<file path="config.mk">
export PLATFORM = sky130hd
export DESIGN_NAME = rls_sample_sequencer
export DESIGN_NICKNAME = d
export VERILOG_FILES = /design/src/rtl/rls_sample_sequencer.sv
export SDC_FILE = /design/constraint.sdc
export NUM_CORES = 1
export LEC_CHECK = 0
export ABC_AREA = 1
export BUFFER_PORTS_ARGS = -buffer_cell sky130_fd_sc_hd__clkbuf_2
export CAP_MARGIN = 20
export CORE_ASPECT_RATIO = 1.25
export CORE_UTILIZATION = 45
export CTS_CLUSTER_DIAMETER = 100
export DETAILED_ROUTE_END_ITERATION = 10
export PLACE_DENSITY = 0.73
export RECOVER_POWER = 25
export SKIP_CTS_REPAIR_TIMING = 1
export SLEW_MARGIN = 20
export SYNTH_ARGS = -nofsm -noshare
export SYNTH_HDL_FRONTEND = slang
export SYNTH_SLANG_ARGS = --single-unit
</file>
<file path="constraint.sdc">
create_clock -name clk -period 2.16 [get_ports clk]
set_clock_uncertainty 0.05 [all_clocks]
set_input_delay 0.54 -clock clk [delete_from_list [all_inputs] [get_ports clk]]
set_output_delay 0.54 -clock clk [all_outputs]
set_load 0.02 [all_outputs]
</file>
<file path="src/rtl/rls_sample_sequencer.sv">
// rls_sample_sequencer: producer side of the RLS measurement interface.
// Buffers upstream samples in a small FIFO and issues one newIt strobe per
// sample. After each strobe it waits ITER_CYCLES for the RLS core, then
// captures its estimate vector x_in and presents it with a one-cycle pulse.
module rls_sample_sequencer #(
   parameter int nBits       = 32,
   parameter int N           = 2,
   parameter int DEPTH       = 4,
   parameter int ITER_CYCLES = 50
) (
   input  logic                         clk,
   input  logic                         reset,
   input  logic [nBits-1:0]             s_data,
   input  logic                         s_valid,
   output logic                         s_ready,
   output logic [nBits-1:0]             y,
   output logic                         newIt,
   input  logic [N*nBits-1:0]           x_in,
   output logic [N*nBits-1:0]           est_out,
   output logic                         est_valid,
   output logic                         busy,
   output logic [$clog2(DEPTH+1)-1:0]   fill
);

   localparam int PW = $clog2(DEPTH);
   localparam int FW = $clog2(DEPTH+1);
   localparam int CW = $clog2(ITER_CYCLES);

   typedef enum logic [1:0] {
      S_IDLE  = 2'd0,
      S_ISSUE = 2'd1,
      S_WAIT  = 2'd2
   } state_t;

   state_t               state_q, state_d;
   logic [nBits-1:0]     mem_q [DEPTH];
   logic [nBits-1:0]     mem_d [DEPTH];
   logic [PW-1:0]        wr_ptr_q, wr_ptr_d;
   logic [PW-1:0]        rd_ptr_q, rd_ptr_d;
   logic [FW-1:0]        fill_q, fill_d;
   logic [nBits-1:0]     y_q, y_d;
   logic [CW-1:0]        cnt_q, cnt_d;
   logic [N*nBits-1:0]   est_out_q, est_out_d;
   logic                 est_valid_q, est_valid_d;

   logic push, pop;

   // Handshake: ready depends on registered fill only, pop only when leaving IDLE
   always_comb begin
      s_ready = (fill_q != FW'(DEPTH));
      push    = s_valid && s_ready;
      pop     = (state_q == S_IDLE) && (fill_q != '0);
   end

   // All state flops; reset aborts any iteration and discards FIFO contents
   always_ff @(posedge clk) begin
      if (reset) begin
         state_q     <= S_IDLE;
         mem_q       <= '{default: '0};
         wr_ptr_q    <= '0;
         rd_ptr_q    <= '0;
         fill_q      <= '0;
         y_q         <= '0;
         cnt_q       <= '0;
         est_out_q   <= '0;
         est_valid_q <= 1'b0;
      end else begin
         state_q     <= state_d;
         mem_q       <= mem_d;
         wr_ptr_q    <= wr_ptr_d;
         rd_ptr_q    <= rd_ptr_d;
         fill_q      <= fill_d;
         y_q         <= y_d;
         cnt_q       <= cnt_d;
         est_out_q   <= est_out_d;
         est_valid_q <= est_valid_d;
      end
   end

   // FIFO: pointers wrap naturally since DEPTH is a power of two
   always_comb begin
      mem_d    = mem_q;
      wr_ptr_d = wr_ptr_q;
      rd_ptr_d = rd_ptr_q;
      fill_d   = fill_q;
      if (push) begin
         mem_d[wr_ptr_q] = s_data;
         wr_ptr_d        = wr_ptr_q + 1'b1;
      end
      if (pop) begin
         rd_ptr_d = rd_ptr_q + 1'b1;
      end
      case ({push, pop})
         2'b10:   fill_d = fill_q + 1'b1;
         2'b01:   fill_d = fill_q - 1'b1;
         default: fill_d = fill_q;
      endcase
   end

   // Next-state logic
   always_comb begin
      state_d = state_q;
      case (state_q)
         S_IDLE:  if (pop) state_d = S_ISSUE;
         S_ISSUE: state_d = S_WAIT;
         S_WAIT:  if (cnt_q == '0) state_d = S_IDLE;
         default: state_d = S_IDLE;
      endcase
   end

   // Datapath: y loads only on entry to ISSUE; the estimate is captured on the
   // edge that brings the counter to zero, so est_valid/est_out are visible
   // during the final WAIT cycle, ITER_CYCLES after the strobe.
   always_comb begin
      y_d         = y_q;
      cnt_d       = cnt_q;
      est_out_d   = est_out_q;
      est_valid_d = 1'b0;
      case (state_q)
         S_IDLE:  if (pop) y_d = mem_q[rd_ptr_q];
         S_ISSUE: cnt_d = CW'(ITER_CYCLES - 1);
         S_WAIT: begin
            if (cnt_q != '0) begin
               cnt_d = cnt_q - 1'b1;
               if (cnt_q == CW'(1)) begin
                  est_out_d   = x_in;
                  est_valid_d = 1'b1;
               end
            end
         end
         default: ;
      endcase
   end

   // Outputs decoded from registered state
   always_comb begin
      newIt     = (state_q == S_ISSUE);
      busy      = (state_q != S_IDLE);
      y         = y_q;
      est_out   = est_out_q;
      est_valid = est_valid_q;
      fill      = fill_q;
   end

endmodule

</file>
==> results.md <==
- Status: complete, no violations
- First-pass GRT wire length: around 44 mm
- Full die area: between 20000 and 25000 µm²
- # nets final: 1541
- R2r worst-path depth: 9
- Slew @ Worst Pin: around 1 ns
- Syn nets: 1389
- Post-synth EDFFs: 0
- Seq cells post-synth: 240
- Crit path capture type: output port
- Setup TNS: 0 ns
- Placed Area: 10800 µm²
- Leakage: 4.88 nW
- Drt pass-1 iters: 5
- Arrival @ worst endpoint: 1.41 ns
- Hold WC Path Type: input port to flop
- Share of cells above drive strength 1: 19.6%
- Port Buffers: 201
- Post-layout min period: about 2 ns
- Pin count of the biggest net entering global routing: approximately 140
- Synthesized cell area: around 9700 µm²
- Reg power frac: 36.4%
- Hold Crit Depth: 3
- Die W: 133 µm
- DRC: 0
- Max Cap Viol: 0
- Cell Int Power: 9.10 mW
- Unrepaired setup endpoints after global routing: false
- Buffer levels on the longest clock path: 3
- Fmax: roughly 500 MHz
- Syn_area_per_cell: 7.55 µm²
- Cell taking the most area after synthesis: dfxtp_1
- Max FO, Critical Path: 3
- Comb pwr share: between 30% and 40%
- DRT iter0 DRCs: 738
- Antenna violations before repair: 0
- Final setup viols: 0
- IO Count: a little over 200
- CTS tree: built
- Worst relative slew slack: between 30% and 40%
- CTS root buf: clkbuf_16
- CP Class: flop to output port
- Design Power: between 10 and 15 mW
- Maximum vdd drop: about 0.0008 V
- Synth top area share: 49.7%
- Synth cell types: 25
- Max-slew violations: 0
- Clk network pwr share: a little under a third
- Vias in the first global route: 8597
- Core area: ~21000 µm²
- Total CTS buffers: 24
- Register area share after synthesis: ~50%
- Placed Cells: ~1700
- WP data required: 1.57 ns
- Net switching power figure: between 5 and 6 mW
- Asr flop ratio synth: 0%
- # clock sinks: 240
- Routed Antenna Nets: 0
- Main synth FF type: dfxtp_1
- Later-pin clock latency in the skew report: ~0.52 ns
- Total gr overflow: 0
- Cell area after layout: ~12000 µm²
- GR Util All Layers: 23.9%
- H-tree depth: 1
- HPWL after detailed placement: 15.5 mm
- YS warnings: 0
- Final-report hold violation count: 0
- RePlAce Congestion: approximately 0.79
- Ranking of synthesized cells by area: dfxtp_1 50%, nor2_1 10%, a21oi_1 7.3%, nand3_1 7.1%, o21ai_0 6.9%
- Vias per cell: about 5.4
- Worst setup margin: 0.162 ns
- Diodes inserted: 0
- Rows: between 50 and 60
- Synth-to-Final Area Change: 20.0%
- Top cells by count, synth: 270 x nor2_1, 240 x dfxtp_1, 142 x nand2_1
- Most frequent cell after synthesis: nor2_1
- Overall die height: roughly 170 µm
- Drt total wl: 26.8 mm
- Pre-CTS setup slack: 0.185 ns
- Initial core utilization: between 40% and 50%
- Sw Ratio: between 30% and 40%
- Fin crit share: between 90 and 100%
- Crit start category: flop
- Reg clk slew, reported paths: roughly 0.060 ns
- Vias: between 9000 and 10000
- WL/cell: roughly 16 µm
- Mapped Cells: 1282
- Pwr/cell area: approximately 1200 nW/µm²
- Final std cells w/o fill: roughly 1700
-- power by group through the flow --
stage | clock (mW) | combinational (mW) | sequential (mW)
global route | 4.76 | 5.12 | 5.26
detailed placement | 0 | 4.64 | 5.30
global placement | 0 | 4.58 | 5.28
floorplan | 0 | 2.89 | 5.56
finish | 4.49 | 4.58 | 5.20
CTS | 4.58 | 4.65 | 5.20
-- state kept, by name (all words and copies together), names as in the netlist --
name       count
y             32
est_out       64
fill           3
est_valid      1
wr_ptr_q       2
cnt_q          6
mem_q        128
state_q        2
rd_ptr_q       2
-- cell type report --
cell class	count	area [µm²]
Fill cell	1997	9360
Inverter	22	83.8
Multi-Input combinational cell	912	4200
Clock inverter	7	110
Tap cell	274	343
Timing Repair Buffer	234	1320
Clock buffer	37	751
Sequential cell	240	4810
-- per-layer routing --
metal | vias up | part of all wire [%] | GRT usage [%]
li1 | 4585 | - | -
met1 | 4239 | 43 | 31.0
met2 | 366 | 47 | 39.8
met3 | 45 | 7.6 | 3.69
met4 | 0 | 2.5 | 8.89
met5 | - | 0 | 0
-- layout by cell type (no fill, tap or decap), drive strengths merged --
master	instances
inv	21
nand3	140
ha	7
bufinv	3
clkinv	5
o22ai	32
nand2	144
dfxtp	240
xor2	1
nor2	274
o21ai	169
a21oi	141
fa	1
clkbuf	239
buf	32
or2	1
nand4	2
-- cells by family after synthesis --
family                   Yosys count  share of synthesized area, %
adder cells (fa/ha/maj)            8                          1.11
AND/OR/NAND/NOR                  561                          24.2
AO/OA/AOI/OAI                    342                          18.1
buffers and inverters            130                          6.85
XOR/XNOR                           1                        0.0905
flip-flops                       240                          49.7
-- per-stage QoR --
stage,util [%],hold slack (ns)
after global placement,51.6,0.393
final,55.4,0.194
after global routing,55.4,0.190
after detailed placement,51.6,0.398
after CTS,55.7,0.182
after floorplan,-,0.387
-- worst paths after layout --
| check | to | start | slack, ns |
|---|---|---|---|
| min reg2reg | mem_q[43]$_SDFFE_PP0P_ | mem_q[43]$_SDFFE_PP0P_ | 0.41 |
| min | est_out[35]$_SDFFE_PP0P_ | x_in[35] | 0.19 |
| max reg2reg | est_out[5]$_SDFFE_PP0P_ | cnt_q[1]$_SDFFE_PP0P_ | 0.23 |
| max | newIt | state_q[0]$_SDFFE_PP0P_ | 0.16 |
-- critical path: stages, from the launching register on --
cell      delay [ns]
dfxtp_1         0.38
inv_1           0.08
nor2_1          0.20
clkbuf_2        0.23
Note: power is estimated with default switching activity, not from simulation.
